===== src/rtl/soc_wb_pkg.sv =====
`default_nettype none
// ============================================================================
// Module   : soc_wb_pkg
// Purpose  : Shared Wishbone widths, interconnect FSM encoding and SoC map.
// Revision : 1.0 - initial release
// ============================================================================
package soc_wb_pkg;

    localparam int WB_ADDR_W = 32;
    localparam int WB_DATA_W = 32;
    localparam int WB_SEL_W  = 4;

    typedef enum logic [1:0] {
        ST_IDLE = 2'd0,
        ST_REQ  = 2'd1,
        ST_RESP = 2'd2
    } wb_state_t;

    // Default SoC address map (audio, IO subsystem, SD card)
    localparam logic [31:0] SOC_AUDIO_BASE = 32'h9000_0000;
    localparam logic [31:0] SOC_AUDIO_MASK = 32'hFF00_0000;
    localparam logic [31:0] SOC_IO_BASE    = 32'h9100_0000;
    localparam logic [31:0] SOC_IO_MASK    = 32'hFF00_0000;
    localparam logic [31:0] SOC_SD_BASE    = 32'h9200_0000;
    localparam logic [31:0] SOC_SD_MASK    = 32'hFF00_0000;

endpackage
`default_nettype wire


===== src/rtl/wb_addr_decode.sv =====
`default_nettype none
// ============================================================================
// Module   : wb_addr_decode
// Purpose  : Combinational base/mask address decoder, lowest index wins.
// Revision : 1.0 - initial release
// ============================================================================
module wb_addr_decode
    import soc_wb_pkg::*;
#(
    parameter int                            NUM_SLAVES = 4,
    parameter int                            IDX_W      = 2,
    parameter logic [32*NUM_SLAVES-1:0]      SLAVE_BASE = {NUM_SLAVES{32'h0}},
    parameter logic [32*NUM_SLAVES-1:0]      SLAVE_MASK = {NUM_SLAVES{32'hFFFF_FFFF}}
) (
    input  logic [WB_ADDR_W-1:0] i_adr,
    output logic                 o_hit,
    output logic [IDX_W-1:0]     o_idx
);

    // Scan from the top down so the lowest matching index is the last writer.
    always_comb begin
        o_hit = 1'b0;
        o_idx = '0;
        for (int i = NUM_SLAVES - 1; i >= 0; i--) begin
            if ((i_adr & SLAVE_MASK[32*i +: 32]) == SLAVE_BASE[32*i +: 32]) begin
                o_hit = 1'b1;
                o_idx = IDX_W'(i);
            end
        end
    end

endmodule
`default_nettype wire


===== src/rtl/wb_xbar_param.sv =====
`default_nettype none
// ============================================================================
// Module   : wb_xbar_param
// Purpose  : Single-master Wishbone interconnect, registered paths, bus error
//            on unmapped access; stall watchdog when WB_XBAR_TIMEOUT_EN is set.
// Revision : 1.0 - initial release
// ============================================================================
module wb_xbar_param
    import soc_wb_pkg::*;
#(
    parameter int                        NUM_SLAVES     = 4,
    parameter logic [32*NUM_SLAVES-1:0]  SLAVE_BASE     = {NUM_SLAVES{32'h0}},
    parameter logic [32*NUM_SLAVES-1:0]  SLAVE_MASK     = {NUM_SLAVES{32'hFFFF_FFFF}},
    parameter int                        TIMEOUT_CYCLES = 255
) (
    input  logic                          clk,
    input  logic                          rst,
    input  logic [WB_ADDR_W-1:0]          wb_adr,
    input  logic [WB_DATA_W-1:0]          wb_dat_w,
    output logic [WB_DATA_W-1:0]          wb_dat_r,
    input  logic                          wb_we,
    input  logic [WB_SEL_W-1:0]           wb_sel,
    input  logic                          wb_stb,
    input  logic                          wb_cyc,
    output logic                          wb_ack,
    output logic                          wb_err,
    output logic [WB_ADDR_W-1:0]          s_adr,
    output logic [WB_DATA_W-1:0]          s_dat_w,
    output logic                          s_we,
    output logic [WB_SEL_W-1:0]           s_sel,
    output logic [NUM_SLAVES-1:0]         s_stb,
    output logic [NUM_SLAVES-1:0]         s_cyc,
    input  logic [32*NUM_SLAVES-1:0]      s_dat_r,
    input  logic [NUM_SLAVES-1:0]         s_ack,
    input  logic [NUM_SLAVES-1:0]         s_err
);

    localparam int IDX_W = (NUM_SLAVES > 1) ? $clog2(NUM_SLAVES) : 1;

    wb_state_t              r_state, w_next;
    logic [IDX_W-1:0]       r_idx;
    logic [NUM_SLAVES-1:0]  r_stb;
    logic [WB_ADDR_W-1:0]   r_adr;
    logic [WB_DATA_W-1:0]   r_dat_w, r_dat_r;
    logic                   r_we, r_ack, r_err;
    logic [WB_SEL_W-1:0]    r_sel;
    logic                   w_req, w_hit, w_sel_ack, w_sel_err, w_expire;
    logic [IDX_W-1:0]       w_idx;

    wb_addr_decode #(
        .NUM_SLAVES (NUM_SLAVES),
        .IDX_W      (IDX_W),
        .SLAVE_BASE (SLAVE_BASE),
        .SLAVE_MASK (SLAVE_MASK)
    ) u_decode (
        .i_adr (wb_adr),
        .o_hit (w_hit),
        .o_idx (w_idx)
    );

    assign w_req     = wb_cyc & wb_stb;
    assign w_sel_ack = s_ack[r_idx];
    assign w_sel_err = s_err[r_idx];

`ifdef WB_XBAR_TIMEOUT_EN
    localparam logic [15:0] c_tmo_last = 16'(TIMEOUT_CYCLES - 1);
    logic [15:0] r_cnt;

    // r_cnt holds the number of completed REQ cycles, so the last allowed
    // cycle is the one where it equals TIMEOUT_CYCLES-1.
    always_ff @(posedge clk) begin
        if (rst) begin
            r_cnt <= '0;
        end else if (r_state == ST_IDLE) begin
            r_cnt <= '0;
        end else if (r_state == ST_REQ) begin
            r_cnt <= r_cnt + 16'd1;
        end
    end

    assign w_expire = (r_state == ST_REQ) && (r_cnt == c_tmo_last);
`else
    logic w_unused_tmo;
    assign w_unused_tmo = (TIMEOUT_CYCLES != 0);
    assign w_expire     = 1'b0;
`endif

    always_ff @(posedge clk) begin
        if (rst) r_state <= ST_IDLE;
        else     r_state <= w_next;
    end

    always_comb begin
        w_next = r_state;
        case (r_state)
            ST_IDLE: if (w_req) w_next = w_hit ? ST_REQ : ST_RESP;
            ST_REQ: begin
                if (!wb_cyc)                               w_next = ST_IDLE;
                else if (w_sel_err || w_sel_ack || w_expire) w_next = ST_RESP;
            end
            ST_RESP: w_next = ST_IDLE;
            default: w_next = ST_IDLE;
        endcase
    end

    always_ff @(posedge clk) begin
        if (rst) begin
            r_idx   <= '0;
            r_stb   <= '0;
            r_adr   <= '0;
            r_dat_w <= '0;
            r_dat_r <= '0;
            r_we    <= 1'b0;
            r_sel   <= '0;
            r_ack   <= 1'b0;
            r_err   <= 1'b0;
        end else begin
            r_ack <= 1'b0;
            r_err <= 1'b0;
            case (r_state)
                ST_IDLE: begin
                    if (w_req) begin
                        r_adr   <= wb_adr;
                        r_dat_w <= wb_dat_w;
                        r_we    <= wb_we;
                        r_sel   <= wb_sel;
                        r_idx   <= w_idx;
                        if (w_hit) r_stb <= NUM_SLAVES'(1) << w_idx;
                        else       r_err <= 1'b1;
                    end
                end
                ST_REQ: begin
                    // Abort beats everything; slave error beats ack; ack beats expiry.
                    if (!wb_cyc) begin
                        r_stb <= '0;
                    end else if (w_sel_err) begin
                        r_stb <= '0;
                        r_err <= 1'b1;
                    end else if (w_sel_ack) begin
                        r_stb <= '0;
                        r_ack <= 1'b1;
                        if (!r_we) r_dat_r <= s_dat_r[32*r_idx +: 32];
                    end else if (w_expire) begin
                        r_stb <= '0;
                        r_err <= 1'b1;
                    end
                end
                default: ;
            endcase
        end
    end

    assign s_adr    = r_adr;
    assign s_dat_w  = r_dat_w;
    assign s_we     = r_we;
    assign s_sel    = r_sel;
    assign s_stb    = r_stb;
    assign s_cyc    = r_stb;
    assign wb_ack   = r_ack;
    assign wb_err   = r_err;
    assign wb_dat_r = r_dat_r;

endmodule
`default_nettype wire

===== config.mk =====
export PLATFORM = sky130hd
export DESIGN_NAME = wb_xbar_param
export DESIGN_NICKNAME = d
export VERILOG_FILES = /design/src/rtl/soc_wb_pkg.sv /design/src/rtl/wb_addr_decode.sv /design/src/rtl/wb_xbar_param.sv
export SDC_FILE = /design/constraint.sdc
export NUM_CORES = 1
export LEC_CHECK = 0
export ABC_AREA = 0
export ABC_CLOCK_PERIOD_IN_PS = 1600
export CORE_AREA = 2 2 125 127
export CTS_BUF_LIST = sky130_fd_sc_hd__clkbuf_4 sky130_fd_sc_hd__clkbuf_8
export DETAILED_ROUTE_END_ITERATION = 10
export DIE_AREA = 0 0 127 129
export GPL_ROUTABILITY_DRIVEN = 1
export MAX_ROUTING_LAYER = met4
export PLACE_DENSITY = 0.68
export SYNTH_ARGS = -nofsm -noshare
export SYNTH_HDL_FRONTEND = slang
export SYNTH_SLANG_ARGS = --single-unit

===== constraint.sdc =====
create_clock -name clk -period 1.6 [get_ports clk]
set_input_delay 0.32 -clock clk [delete_from_list [all_inputs] [get_ports clk]]
set_output_delay 0.32 -clock clk [all_outputs]
set_load 0.02 [all_outputs]

Word level (Yosys, flattened, before mapping)
Index checks and enable logic that the tools add are counted.
{"block": "classes", "eq_ne": 5, "muxes": 18, "bitwise_logic": 5, "n_reduce_logical": 9}
{"operator": "32-bit zero test", "count": 1}
{"operator": "4-bit 2-to-1 mux", "count": 5}
{"operator": "2-bit 2-to-1 mux", "count": 4}
{"operator": "4-bit one-hot mux with 2 select lines", "count": 1}
{"operator": "1-bit 2-to-1 mux", "count": 6}
{"operator": "5-bit AND reduction", "count": 1}
{"operator": "2-bit != test, second input constant", "count": 2}
{"operator": "4-bit != test, second input constant", "count": 1}
{"operator": "1-bit NOT", "count": 4}
{"operator": "2-bit one-hot mux with 2 select lines", "count": 1}
{"operator": "2-bit AND reduction", "count": 2}
{"operator": "4-bit AND reduction", "count": 1}
{"operator": "4-bit OR reduction", "count": 1}
{"operator": "3-bit != test, second input constant", "count": 1}
{"operator": "2-bit by 1-bit == test with 1-bit output, second input constant", "count": 1}
{"operator": "2-bit zero test", "count": 1}
{"operator": "1-bit one-hot mux with 2 select lines", "count": 1}
{"operator": "2-bit nonzero test", "count": 1}
{"operator": "1-bit bitwise AND", "count": 1}
{"operator": "1-bit logical OR", "count": 1}
{"block": "totals", "ff_bits": 109, "in_bits": 209, "out_inout_bits": 111, "word_cells": 46}

Logic depth before layout (Yosys ltp)
{"block": "logic_depth", "depth_word": 5, "depth_mapped": 6, "depth_no_buf": 4}

Cells and area by module
Synthesis repeated with hierarchy kept, for this count alone.
{"block": "unflattened", "hier_cells": 568, "area_unflattened_um2": 5116.2}
{"mod": "wb_xbar_param", "n_inst": 1, "cells_each": 554, "area_each_um2": 5024.8, "seq_area_each_um2": 2222.1}
{"mod": "wb_addr_decode", "n_inst": 1, "cells_each": 14, "area_each_um2": 91.3, "seq_area_each_um2": 0.0}

Least setup slack after synthesis
Ideal clock, no wire load.
{"block": "synth_path", "kind": "flip-flop to flip-flop", "start": "register r_state[1]", "end": "register r_dat_r[10], in the netlist wb_dat_r[10]", "setup_time_ns": 0.132, "arrival_time_ns": 1.431, "t_required_ns": 1.468, "path_slack_ns": 0.036, "path_stages_with_launch": 7, "n_path_buf": 2, "period_less_slack_ns": 1.564, "path_cell_list": "dfxtp_1 > nand3b_2 > or4b_1 > buf_2 > buf_6 > nand2_1 > a21oi_1"}
{"block": "synth_via", "elab_chain_cells": 2}
{"element": "start: declaration", "line": "wb_xbar_param.sv:40", "source": "wb_state_t r_state, w_next;"}
{"element": "start signal: assignment", "line": "wb_xbar_param.sv:90", "source": "else r_state <= w_next;"}
{"element": "2-bit by 1-bit == test with 1-bit output", "line": "wb_xbar_param.sv:120", "source": "case (r_state)"}
{"element": "5-bit AND reduction (no source line)"}
{"element": "end signal: assignment", "line": "wb_xbar_param.sv:142", "source": "if (!r_we) r_dat_r <= s_dat_r[32*r_idx +: 32];"}
{"element": "end: declaration", "line": "wb_xbar_param.sv:44", "source": "logic [WB_DATA_W-1:0] r_dat_w, r_dat_r;"}
Every way passes these cells.
A chain may end at the register's enable or synchronous reset.

Worst setup path after layout
{"block": "layout_path", "start": "input wb_cyc", "end": "register r_dat_r[3], in the netlist wb_dat_r[3]"}
{"block": "layout_via", "elab_chain_cells": 1}
{"element": "start: declaration", "line": "wb_xbar_param.sv:24", "source": "input logic wb_cyc,"}
{"element": "5-bit AND reduction (no source line)"}
Every way passes these cells.

==> results.json <==
{
  "status": "finished clean",
  "num_vias": 3960,
  "post-route-period-util": 0.974,
  "worst-path-max-fanout": 16,
  "n_antenna_cell": 0,
  "timing.critical_path.cells": "clkdlybuf4s50_1, nand3b_2, or4b_4, clkbuf_16, nand2_1, a21oi_1",
  "area_growth_pct": 71.0,
  "synthArstFlopShare": 0,
  "hpwl_um": 9080,
  "syn-cell-area_sq_um": 3820,
  "yosysSeqAreaShare": 0.555,
  "wl_met1_um": 6100,
  "clock.fmax_mhz": 642,
  "cpMaxStageDelayCell": "or4b_4",
  "synthFlopType": "dfxtp_1",
  "finalHoldViolCount": 0,
  "insertion_delay_ns": 0.37,
  "yosysWarnings": 0,
  "clk_pin_slew_ns": 0.10,
  "synth_seq_cells": 106,
  "critPathCaptureType": "register",
  "synth_cells": 487,
  "post_drt_wl_per_cell_um": 14.0,
  "drv_cap": 0,
  "antenna_found_initial": 0,
  "peakVddDrop_v": 0.000424,
  "nFillCells": 1545,
  "tightest_slew_ns": 0.592,
  "utilization": 0.437,
  "wl_met2_um": 5530,
  "drc": 0,
  "worst_setup_path_start_kind": "primary input",
  "drive_gt1_frac": 0.0936,
  "cts_tree": "done",
  "start_util": 0.255,
  "leakage_uw": 0.00289,
  "core.rowCount": 45,
  "nets": 920,
  "firstDrtPassIters": 4,
  "grt_pass1_wl_um": 19000,
  "multi_input_area_sq_um": 1570,
  "io_buffers": 211,
  "final_common_cell": "nand2_1",
  "cts-root-buf": "clkbuf_8",
  "fin_tns_setup_ns": 0,
  "hold_buffers": 0,
  "overflow": 0,
  "cts_max_level": 3,
  "cp_data_arrival_time_ns": 1.79,
  "highest_layer": "met4",
  "crit_buf_inv": 2,
  "final_cell_mix": "205 x nand2_1, 106 x dfxtp_1, 105 x dlygate4sd2_1",
  "crit_family": "buffers and inverters",
  "drt-initial-drc-count": 194,
  "finalSetupViolCount": 0,
  "met3_length_um": 897,
  "required_ns": 1.84,
  "die-area_sq_um": 16400,
  "synthTopCellsByArea": "dfxtp_1 55%, nand2_1 20%, a21oi_1 13%, clkbuf_1 2.5%, nor4_1 1.6%",
  "p_per_area_nw_per_um2": 785,
  "maxSlewViolCount": 0,
  "crit_path_max_incr_delay_ns": 0.54,
  "critPathKind": "primary input to register",
  "synth-edff-count": 0,
  "period_needed_ns": 1.56,
  "synth.distinct_cells": 26,
  "synth.avg_cell_area_sq_um": 7.85,
  "relSlewSlack": 0.605,
  "synth_top_area_cell": "dfxtp_1",
  "core-area_sq_um": 15000,
  "numCtsBuffers": 9,
  "grt_pass1_vias": 3614,
  "track_usage": 0.152,
  "final_antenna_net_count": 0,
  "gp_congestion": 0.769,
  "wirelength_um": 12700,
  "grt_max_degree": 55,
  "holdCritPathClass": "primary input to register",
  "finalClockSkew_ns": 0.00629,
  "area.sequential_sq_um": 2120,
  "die_x_um": 127,
  "synth_top_area_frac": 0.555,
  "cts_sinks": 106,
  "cts_buffer_depth": 2,
  "ioPinCount": 320,
  "viasPerCell": 4.38,
  "die-height_um": 129
}
[routing by layer]
| layer | track usage | vias to the layer above |
|---|---|---|
| li1 | - | 2021 |
| met1 | 0.208 | 1778 |
| met2 | 0.216 | 149 |
| met3 | 0.0441 | 12 |
| met4 | 0.0478 | 0 |
| met5 | - | - |
[logic make-up after synthesis]
logic type / Yosys count / synth area share
other: 1 / 0.000981
AO/OA/AOI/OAI: 106 / 0.140
flip-flops: 106 / 0.555
AND/OR/NAND/NOR: 233 / 0.249
buffers and inverters: 41 / 0.0546
[final timing paths]
check / from / end / slack, ns / cells after the start
max: wb_cyc / wb_dat_r[3]$_SDFFE_PP0P_ / 0.04 / 6
min: wb_adr[22] / s_adr[22]$_SDFFE_PP0P_ / 0.22 / 3
max reg2reg: r_state[1]$_SDFFE_PP0P_ / wb_dat_r[3]$_SDFFE_PP0P_ / 0.07 / 5
min reg2reg: wb_dat_r[19]$_SDFFE_PP0P_ / wb_dat_r[19]$_SDFFE_PP0P_ / 0.45 / 2
[final cells by class]
class	instances	share of cell area
multi-input combinational	345	0.241
tap	188	0.0360
timing repair buffer	249	0.371
clock inverter	5	0.00440
sequential	106	0.324
clock buffer	11	0.0231
[worst min-delay path, delay by kind of cell]
| family | cells | cell delay [ns] |
|---|---|---|
| AOI/OAI and AO/OA | 1 | 0.05 |
| buffers and inverters | 1 | 0.13 |
| and+or+nand+nor | 1 | 0.06 |
[state kept, by name (all words and copies together) (netlist names)]
signal	flops
s_adr	32
s_dat_w	32
wb_dat_r	32
s_sel	4
r_state	2
s_cyc	1
s_we	1
wb_ack	1
wb_err	1
[cells in the mapped netlist, types with 2 or more instances]
cell type	count
buf_4	7
a21oi_1	102
nand2_1	205
buf_6	3
nor4_1	10
nand2b_1	2
nand4_1	2
dfxtp_1	106
buf_2	5
nor2_1	5
clkbuf_1	25
[report_power, final]
part	internal, uW	switching, uW	leakage [uW]	total [uW]
Combinational	433	389	0.00193	822
Clock	644	913	0.0000988	1560
Sequential	2720	36.4	0.000862	2750
[through the flow]
step | instance area [sq um] | cells | setup WS, ns | power, uW | hold WS, ns
final | 6540 | 904 | 0.0421 | 5130 | 0.222
after global routing | 6540 | 904 | -0.00668 | 5400 | 0.219
after CTS | 6410 | 901 | 0.00440 | 5200 | 0.253
after detailed placement | 6360 | 885 | -0.454 | 3680 | 0.446
after global placement | 6360 | 885 | -0.442 | 3680 | 0.440
after floorplan | 3840 | 492 | 0.0364 | 3130 | 0.397
[what timing repair did]
| action | in CTS | in global routing |
|---|---|---|
| buffers inserted | 0 | 1 |
| endpoints found under the hold margin | 0 | 0 |
| resized for setup | 106 | 16 |
| gates cloned | 0 | 2 |
| pin swaps | 0 | 7 |
| endpoints found under the setup margin | 107 | 52 |
Note: power is estimated with default switching activity, not from simulation.
